===== config.mk =====
export PLATFORM = sky130hd
export DESIGN_NAME = vector_sequencing_control_unit
export DESIGN_NICKNAME = d
export VERILOG_FILES = /design/src/rtl/vector_sequencing_control_unit.sv
export SDC_FILE = /design/constraint.sdc
export NUM_CORES = 1
export LEC_CHECK = 0
export ABC_CLOCK_PERIOD_IN_PS = 2600
export CAP_MARGIN = 20
export CORE_MARGIN = 2
export CORE_UTILIZATION = 60
export DETAILED_ROUTE_END_ITERATION = 7
export DONT_BUFFER_PORTS = 1
export PLACE_DENSITY = 0.76
export SLEW_MARGIN = 20
export SYNTH_ARGS = -nofsm -noshare
export SYNTH_HDL_FRONTEND = slang
export SYNTH_SLANG_ARGS = --single-unit
export TNS_END_PERCENT = 10

===== constraint.sdc =====
create_clock -name clk -period 2.6 [get_ports clk]
set_input_delay 0.52 -clock clk [delete_from_list [all_inputs] [get_ports clk]]
set_output_delay 0.52 -clock clk [all_outputs]
set_load 0.01 [all_outputs]

===== src/rtl/vector_sequencing_control_unit.sv =====
// Registered instruction decoder and memory-beat sequencer: holds the control word across multi-beat transfers.
// Optional build macro CU_PERF_COUNTERS_EN adds retired_cnt / stall_cnt saturating counters.
module vector_sequencing_control_unit #(
  parameter int LANES = 8,
  parameter int MEM_PORTS = 2,
  localparam int BEATS = LANES / MEM_PORTS,
  localparam int BEAT_W = (BEATS > 1) ? $clog2(BEATS) : 1
) (
  input  logic              clk,
  input  logic              rst,
  input  logic              instr_valid,
  output logic              instr_ready,
  input  logic [1:0]        instruction_type,
  input  logic [1:0]        func,
  input  logic              imm,
  input  logic              vector,
  input  logic              mem_ready,
  output logic              ctrl_valid,
  output logic              JumpI,
  output logic              JumpCI,
  output logic              JumpCD,
  output logic              MemToReg,
  output logic              MemRead,
  output logic              MemWrite,
  output logic              ImmSrc,
  output logic              VectorOp,
  output logic              ALUSrc1,
  output logic              ALUSrc3,
  output logic              RegVWrite,
  output logic              RegSWrite,
  output logic              Loading,
  output logic [1:0]        ALUOp,
  output logic [1:0]        ALUSrc2,
  output logic [BEAT_W-1:0] beat_idx,
`ifdef CU_PERF_COUNTERS_EN
  output logic [31:0]       retired_cnt,
  output logic [31:0]       stall_cnt,
`endif
  output logic              illegal
);

  localparam logic [1:0] IDLE = 2'd0;
  localparam logic [1:0] EXEC = 2'd1;
  localparam logic [1:0] MEM  = 2'd2;

  typedef struct packed {
    logic       jump_i;
    logic       jump_ci;
    logic       jump_cd;
    logic       mem_to_reg;
    logic       mem_read;
    logic       mem_write;
    logic       imm_src;
    logic       vector_op;
    logic       alu_src1;
    logic       alu_src3;
    logic       reg_v_write;
    logic       reg_s_write;
    logic       loading;
    logic [1:0] alu_op;
    logic [1:0] alu_src2;
  } ctrl_t;

  logic [1:0]        state;
  ctrl_t             word;
  ctrl_t             dec;
  logic              dec_legal;
  logic              dec_mem;
  logic [BEAT_W-1:0] last_idx;
  logic              accept;
  logic              done;

  // Handshake: fields transfer on a cycle where instr_valid & instr_ready;
  // ready also rises on the final accepted memory beat so issue is back-to-back.
  assign done        = (state == MEM) && mem_ready && (beat_idx == last_idx);
  assign instr_ready = (state != MEM) || ((beat_idx == last_idx) && mem_ready);
  assign accept      = instr_valid && instr_ready;

  always_comb begin
    dec       = '0;
    dec_legal = 1'b0;
    dec_mem   = 1'b0;
    case (instruction_type)
      2'b00: begin
        case ({func, imm})
          3'b000: begin dec_legal = 1'b1; dec.jump_ci = 1'b1; dec.imm_src = 1'b1; dec.alu_src2 = 2'b11; end
          3'b001: begin dec_legal = 1'b1; dec.jump_i = 1'b1; end
          3'b010: begin dec_legal = 1'b1; dec.jump_cd = 1'b1; dec.imm_src = 1'b1; dec.alu_src2 = 2'b11; end
          default: ;
        endcase
      end
      2'b01: begin
        if (!func[1]) begin
          dec_legal    = 1'b1;
          dec_mem      = 1'b1;
          dec.imm_src  = 1'b1;
          dec.alu_src2 = 2'b10;
          if (func[0]) begin
            dec.mem_read    = 1'b1;
            dec.mem_to_reg  = 1'b1;
            dec.reg_v_write = vector;
            dec.reg_s_write = !vector;
          end else begin
            dec.mem_write = 1'b1;
            dec.alu_src1  = vector;
          end
          dec.vector_op = vector;
          dec.loading   = vector && func[0];
        end
      end
      2'b10: begin
        if (imm) begin
          dec_legal       = 1'b1;
          dec.alu_src2    = 2'b10;
          dec.imm_src     = 1'b1;
          dec.reg_s_write = 1'b1;
          dec.alu_op      = func;
        end else if (vector && func != 2'b11) begin
          dec_legal       = 1'b1;
          dec.alu_src3    = 1'b1;
          dec.alu_op      = func;
          dec.reg_v_write = 1'b1;
          dec.vector_op   = 1'b1;
        end else if (!vector && !func[1]) begin
          dec_legal       = 1'b1;
          dec.alu_src2    = 2'b01;
          dec.alu_op      = func;
          dec.reg_s_write = 1'b1;
        end
      end
      default: ;
    endcase
  end

  always_ff @(posedge clk) begin
    if (rst) begin
      state      <= IDLE;
      word       <= '0;
      ctrl_valid <= 1'b0;
      beat_idx   <= '0;
      last_idx   <= '0;
      illegal    <= 1'b0;
    end else if (accept) begin
      beat_idx <= '0;
      if (!dec_legal) begin
        // Illegal instructions take an EXEC slot as a bubble with no live controls.
        state      <= EXEC;
        word       <= '0;
        ctrl_valid <= 1'b0;
        illegal    <= 1'b1;
      end else begin
        state      <= dec_mem ? MEM : EXEC;
        word       <= dec;
        ctrl_valid <= 1'b1;
        illegal    <= 1'b0;
        last_idx   <= (dec_mem && vector) ? BEAT_W'(BEATS - 1) : '0;
      end
    end else if (state == MEM && !done) begin
      illegal <= 1'b0;
      if (mem_ready) beat_idx <= beat_idx + BEAT_W'(1);
    end else begin
      state      <= IDLE;
      word       <= '0;
      ctrl_valid <= 1'b0;
      beat_idx   <= '0;
      illegal    <= 1'b0;
    end
  end

`ifdef CU_PERF_COUNTERS_EN
  always_ff @(posedge clk) begin
    if (rst) begin
      retired_cnt <= '0;
      stall_cnt   <= '0;
    end else begin
      if (((state == EXEC && ctrl_valid) || done) && retired_cnt != 32'hFFFF_FFFF)
        retired_cnt <= retired_cnt + 32'd1;
      if (instr_valid && !instr_ready && stall_cnt != 32'hFFFF_FFFF)
        stall_cnt <= stall_cnt + 32'd1;
    end
  end
`endif

  assign JumpI     = word.jump_i;
  assign JumpCI    = word.jump_ci;
  assign JumpCD    = word.jump_cd;
  assign MemToReg  = word.mem_to_reg;
  assign MemRead   = word.mem_read;
  assign MemWrite  = word.mem_write;
  assign ImmSrc    = word.imm_src;
  assign VectorOp  = word.vector_op;
  assign ALUSrc1   = word.alu_src1;
  assign ALUSrc3   = word.alu_src3;
  assign RegVWrite = word.reg_v_write;
  assign RegSWrite = word.reg_s_write;
  assign Loading   = word.loading;
  assign ALUOp     = word.alu_op;
  assign ALUSrc2   = word.alu_src2;

endmodule


# --- Yosys cells after proc, flatten, opt, wreduce, memory -nomap -nowiden ---
# Cells that the tools add are included.
totals:
  register_bits: 25
  elab_cells: 104
  input_bits: 10
  output_inout_bits: 22
classes:
  eq_ne: 9
  n_mux: 52
  reduce_logical: 20
  bitwise: 2
  n_addsub: 1
ops:
  columns: ["cell", "n"]
  rows:
  - ["$mux W17", 3]
  - ["$mux W2", 14]
  - ["$mux W1", 24]
  - ["$logic_and A1 B1 Y1", 9]
  - ["$mux W3", 3]
  - ["$mux W4", 2]
  - ["$mux W6", 1]
  - ["$ne A2 B2 Y1 const B", 3]
  - ["$pmux W1 S3", 2]
  - ["$pmux W2 S3", 1]
  - ["$reduce_or A3 Y1", 2]
  - ["$eq A2 B2 Y1 const B", 2]
  - ["$pmux W2 S2", 1]
  - ["$reduce_or A2 Y1", 2]
  - ["$eq A3 B1 Y1 const B", 1]
  - ["$eq A3 B2 Y1 const B", 1]
  - ["$logic_not A1 Y1", 3]
  - ["$logic_not A3 Y1", 1]
  - ["$add A2 B1 Y2 const B", 1]
  - ["$eq A2 B1 Y1 const B", 1]
  - ["$eq A2 B2 Y1", 1]
  - ["$logic_not A2 Y1", 1]
  - ["$not A1 Y1", 2]
  - ["$pmux W1 S2", 1]
  - ["other kinds (2)", 2]

# --- Longest topological paths before layout ---
logic_depth:
  word_depth: 8
  mapped_depth: 7
  mapped_depth_nobuf: 6

# --- Worst setup path after synthesis ---
# OpenSTA, ideal clock, no wires.
synth_path:
  kind: "input port to flip-flop"
  start: "input instruction_type[0]"
  end: "register word (netlist bit VectorOp)"
  t_required_ns: 2.483
  arrival_time_ns: 1.677
  path_slack_ns: 0.806
  setup_ns: 0.117
  n_path_buf: 2
  path_stages: 7
  cell_sequence: "inv_1 > ha_1 > clkbuf_1 > o31ai_4 > a21oi_4 > buf_6 > a32o_1"
synth_via:
  elab_chain_cells: 4
  word_cells_on_any_way: 7
  classes_between: "eq/ne: 2; mux: 4; reduce/logical: 1"
synth_lines:
  columns: ["item", "line", "source"]
  rows:
  - ["start: declaration", "13", "input logic [1:0] instruction_type,"]
  - ["$eq A2 B2 Y1 (tied with other cells)", "83", "case (instruction_type)"]
  - ["$pmux W1 S3 / $pmux W1 S2 (equally long branches)", "83", null]
  - ["$mux W17 (*)", "145", "if (!dec_legal) begin"]
  - ["$mux W17 (*)", "143", "end else if (accept) begin"]
  - ["end signal: assignment", "138", "word <= '0;"]
  - ["end signal: assignment", "148", "word <= '0;"]
  - ["end signal: assignment", "153", "word <= dec;"]
  - ["end: declaration", "65", "ctrl_t word;"]
# Mark *: on every way between the ends. The rest lies on a longest branch, timed or not.
# A chain may end at the register's enable or synchronous reset.

# --- Worst setup path in the final report ---
layout_path:
  start: "register beat_idx[1]"
  end: "output instr_ready"
layout_via:
  elab_chain_cells: 3
layout_lines:
  columns: ["item", "line", "source"]
  rows:
  - ["start: declaration", "34", "output logic [BEAT_W-1:0] beat_idx,"]
  - ["start signal: assignment", "160", "if (mem_ready) beat_idx <= beat_idx + BEAT_W'(1);"]
  - ["$eq A2 B2 Y1", "76", "assign instr_ready = (state != MEM) || ((beat_idx == last_idx) && mem_ready);"]
  - ["$logic_and A1 B1 Y1", "76", null]
  - ["$logic_or A1 B1 Y1", "76", null]
  - ["end: declaration", "12", "output logic instr_ready,"]
# No other way between the ends.

==> impl_metrics.tcl <==
set metrics [dict create \
    status "finished, final reports clean" \
    num_vias 790 \
    p_sw_uw 142 \
    clkTransAtPathRegs_ns 0.13 \
    wl_mm 1.96 \
    clkLatencyLatePin_ns 0.31 \
    fin_total_pwr_uw 659 \
    dp.cells 128 \
    syn_area_um2 1070 \
    dieArea_um2 2140 \
    yosysSeqAreaShare 0.411 \
    cts_buffer_depth 2 \
    period_share 0.764 \
    timing.rr.start "beat_idx[1]" \
    arrival_ns 1.47 \
    antenna_cells 0 \
    maxCapViolations 0 \
    ir_worst_vdd_uv 368 \
    layout_commonest_cell "dfxtp_1" \
    htreeDepth 1 \
    dr.pass1.iters 4 \
    cp-end-kind "output pin" \
    required_ns 2.08 \
    leakage_nw 0.433 \
    cts_post_setup_buffers_inserted 0 \
    io_buffers 0 \
    synth-warning-count 0 \
    post-route-min-period_ns 1.99 \
    num_rows 15 \
    via_per_inst 5.98 \
    async_flop_share 0 \
    tns_ns 0 \
    place_congestion 0.815 \
    drt_iter0_markers 14 \
    finalHoldViolations 0 \
    cp_max_fo 4 \
    pin_count 32 \
    worst_pin_slew_ns 0.386 \
    slew_viol_final 0 \
    cts_tree "built" \
    synth-edff-count 0 \
    start_util 0.627 \
    fin_skew_ns 0.00437 \
    hold_class "input pin to flop" \
    synth_area_per_cell_um2 9.83 \
    synth_ff_type "dfxtp_1" \
    rrSetupSlack_ns 0.97 \
    mostFrequentLayoutCells "dfxtp_1, nand2_1, inv_1" \
    setup_viol_count_final 0 \
    hold_start "rst" \
    ys_ff_latch 22 \
    core_area_um2 1710 \
    grt_pass1_wl_mm 3.27 \
    placed_area_um2 1060 \
    numCtsBuffers 3 \
    grt_max_degree 17 \
    drc 0 \
    internal_power_uw 518 \
    fmax_mhz 504 \
    p_comb_frac 0.076 \
    clkPwrFrac 0.400 \
    drive_above_1_share 0.112 \
    areaGrowthSynthToFinish_pct 4.21 \
    ant_nets 0 \
    seqPwrFrac 0.524 \
    clock-sinks 22 \
    synth_cell_types 39 \
    die_width_um 46.3 \
    dp_hpwl_mm 1.43 \
    critical_path_class "flop to output pin" \
    r2r_cells 4 \
    switching_share 0.215 \
    clock-root-buffer "clkbuf_4" \
    final_cells 132 \
    final_cell_area_um2 1120 \
    first_global_vias 742 \
    cts_resized 0 \
    rsz0062_at_grt "no" \
    relSlewSlack 0.741 \
    synth_nets 123 \
    crit_end "instr_ready" \
    grt.overflow.total 0 \
    syn_inst 109 \
    wl_per_cell_um 14.8 \
    grtUsageTotal 0.217 \
    cp-startpoint "beat_idx[1]" \
    cellPowerDensity_nw_per_um2 591 \
    worstSetupStartpointType "flop" \
    fin_nets 122 \
    fp.dieH_um 46.3 \
    timing.rr.end "JumpCI" \
    cts_hold_buf 0 \
    antenna_found_initial 0 \
]
==> how the worst min path moves through the flow <==
stage | to | cells after the start
global route | beat_idx[0] | 1
detailed placement | MemWrite | 2
CTS | beat_idx[0] | 1
finish | beat_idx[0] | 1
floorplan | MemWrite | 2
global placement | MemWrite | 2
==> area by class of cell <==
class | instances | area (um^2)
Inverter | 8 | 30.0
Fill cell | 141 | 592
Timing Repair Buffer | 1 | 7.51
Clock inverter | 1 | 30.0
Tap cell | 25 | 31.3
Sequential cell | 22 | 440
Multi-Input combinational cell | 72 | 554
Clock buffer | 3 | 22.5
==> state kept, by name (all words and copies together), names as in the netlist <==
register	flops
JumpI	1
ALUSrc3	1
beat_idx	2
ALUSrc1	1
VectorOp	1
state	2
Loading	1
ctrl_valid	1
RegSWrite	1
JumpCD	1
ImmSrc	1
RegVWrite	1
JumpCI	1
MemToReg	1
ALUSrc2	1
MemWrite	1
illegal	1
last_idx	1
ALUOp	2
==> power groups by stage <==
| stage | Sequential (mW) | Combinational [mW] | Clock [mW] |
|---|---|---|---|
| global placement | 0.353 | 0.0491 | 0 |
| detailed placement | 0.353 | 0.0496 | 0 |
| floorplan | 0.352 | 0.0477 | 0 |
| finish | 0.346 | 0.0502 | 0.264 |
| global route | 0.346 | 0.0557 | 0.282 |
| CTS | 0.346 | 0.0501 | 0.264 |
==> metal layers <==
| metal | part of all wire | GRT usage |
|---|---|---|
| met2 | 0.44 | 0.322 |
| met5 | 0 | 0 |
| met3 | 0.074 | 0.0745 |
| met1 | 0.47 | 0.286 |
| met4 | 0.017 | 0.0857 |
==> metrics by stage <==
step | util | setup slack (ns) | hold WS [ns]
after detailed placement | 0.623 | 0.742 | 0.502
final | 0.653 | 0.614 | 0.262
after floorplan | - | 0.806 | 0.470
after global routing | 0.653 | 0.525 | 0.255
after CTS | 0.653 | 0.621 | 0.266
after global placement | 0.623 | 0.762 | 0.484
==> Yosys cell counts (2+ instances only) <==
master    count  area (um^2)
a21oi_1       5         25.0
nand2_1      12         45.0
a22o_1        4         35.0
o31ai_1       2         15.0
buf_4         3         22.5
a32o_1        7         70.1
nor3_1        3         15.0
nor2_1        5         18.8
and2_1        2         12.5
ha_1          4         50.1
dfxtp_1      22          440
clkbuf_1      2         7.51
o21ai_1       3         15.0
o21ai_0       2         10.0
nor2b_1       2         12.5
inv_1         8         30.0
==> critical path: stages (launching register included) <==
cell and delay, ns:
dfxtp_1 0.41, nor4b_4 0.45, or3_1 0.29
==> kinds of logic after synthesis <==
family / after synthesis / share of synthesized area
and+or+nand+nor: 33 / 0.179
DFF: 22 / 0.411
adders and majority gates: 4 / 0.0467
buffers and inverters: 15 / 0.0713
xor gates and xnor gates: 2 / 0.0164
AOI/OAI and AO/OA: 32 / 0.266
muxes: 1 / 0.00935
Power figures use the tool's default switching activity.
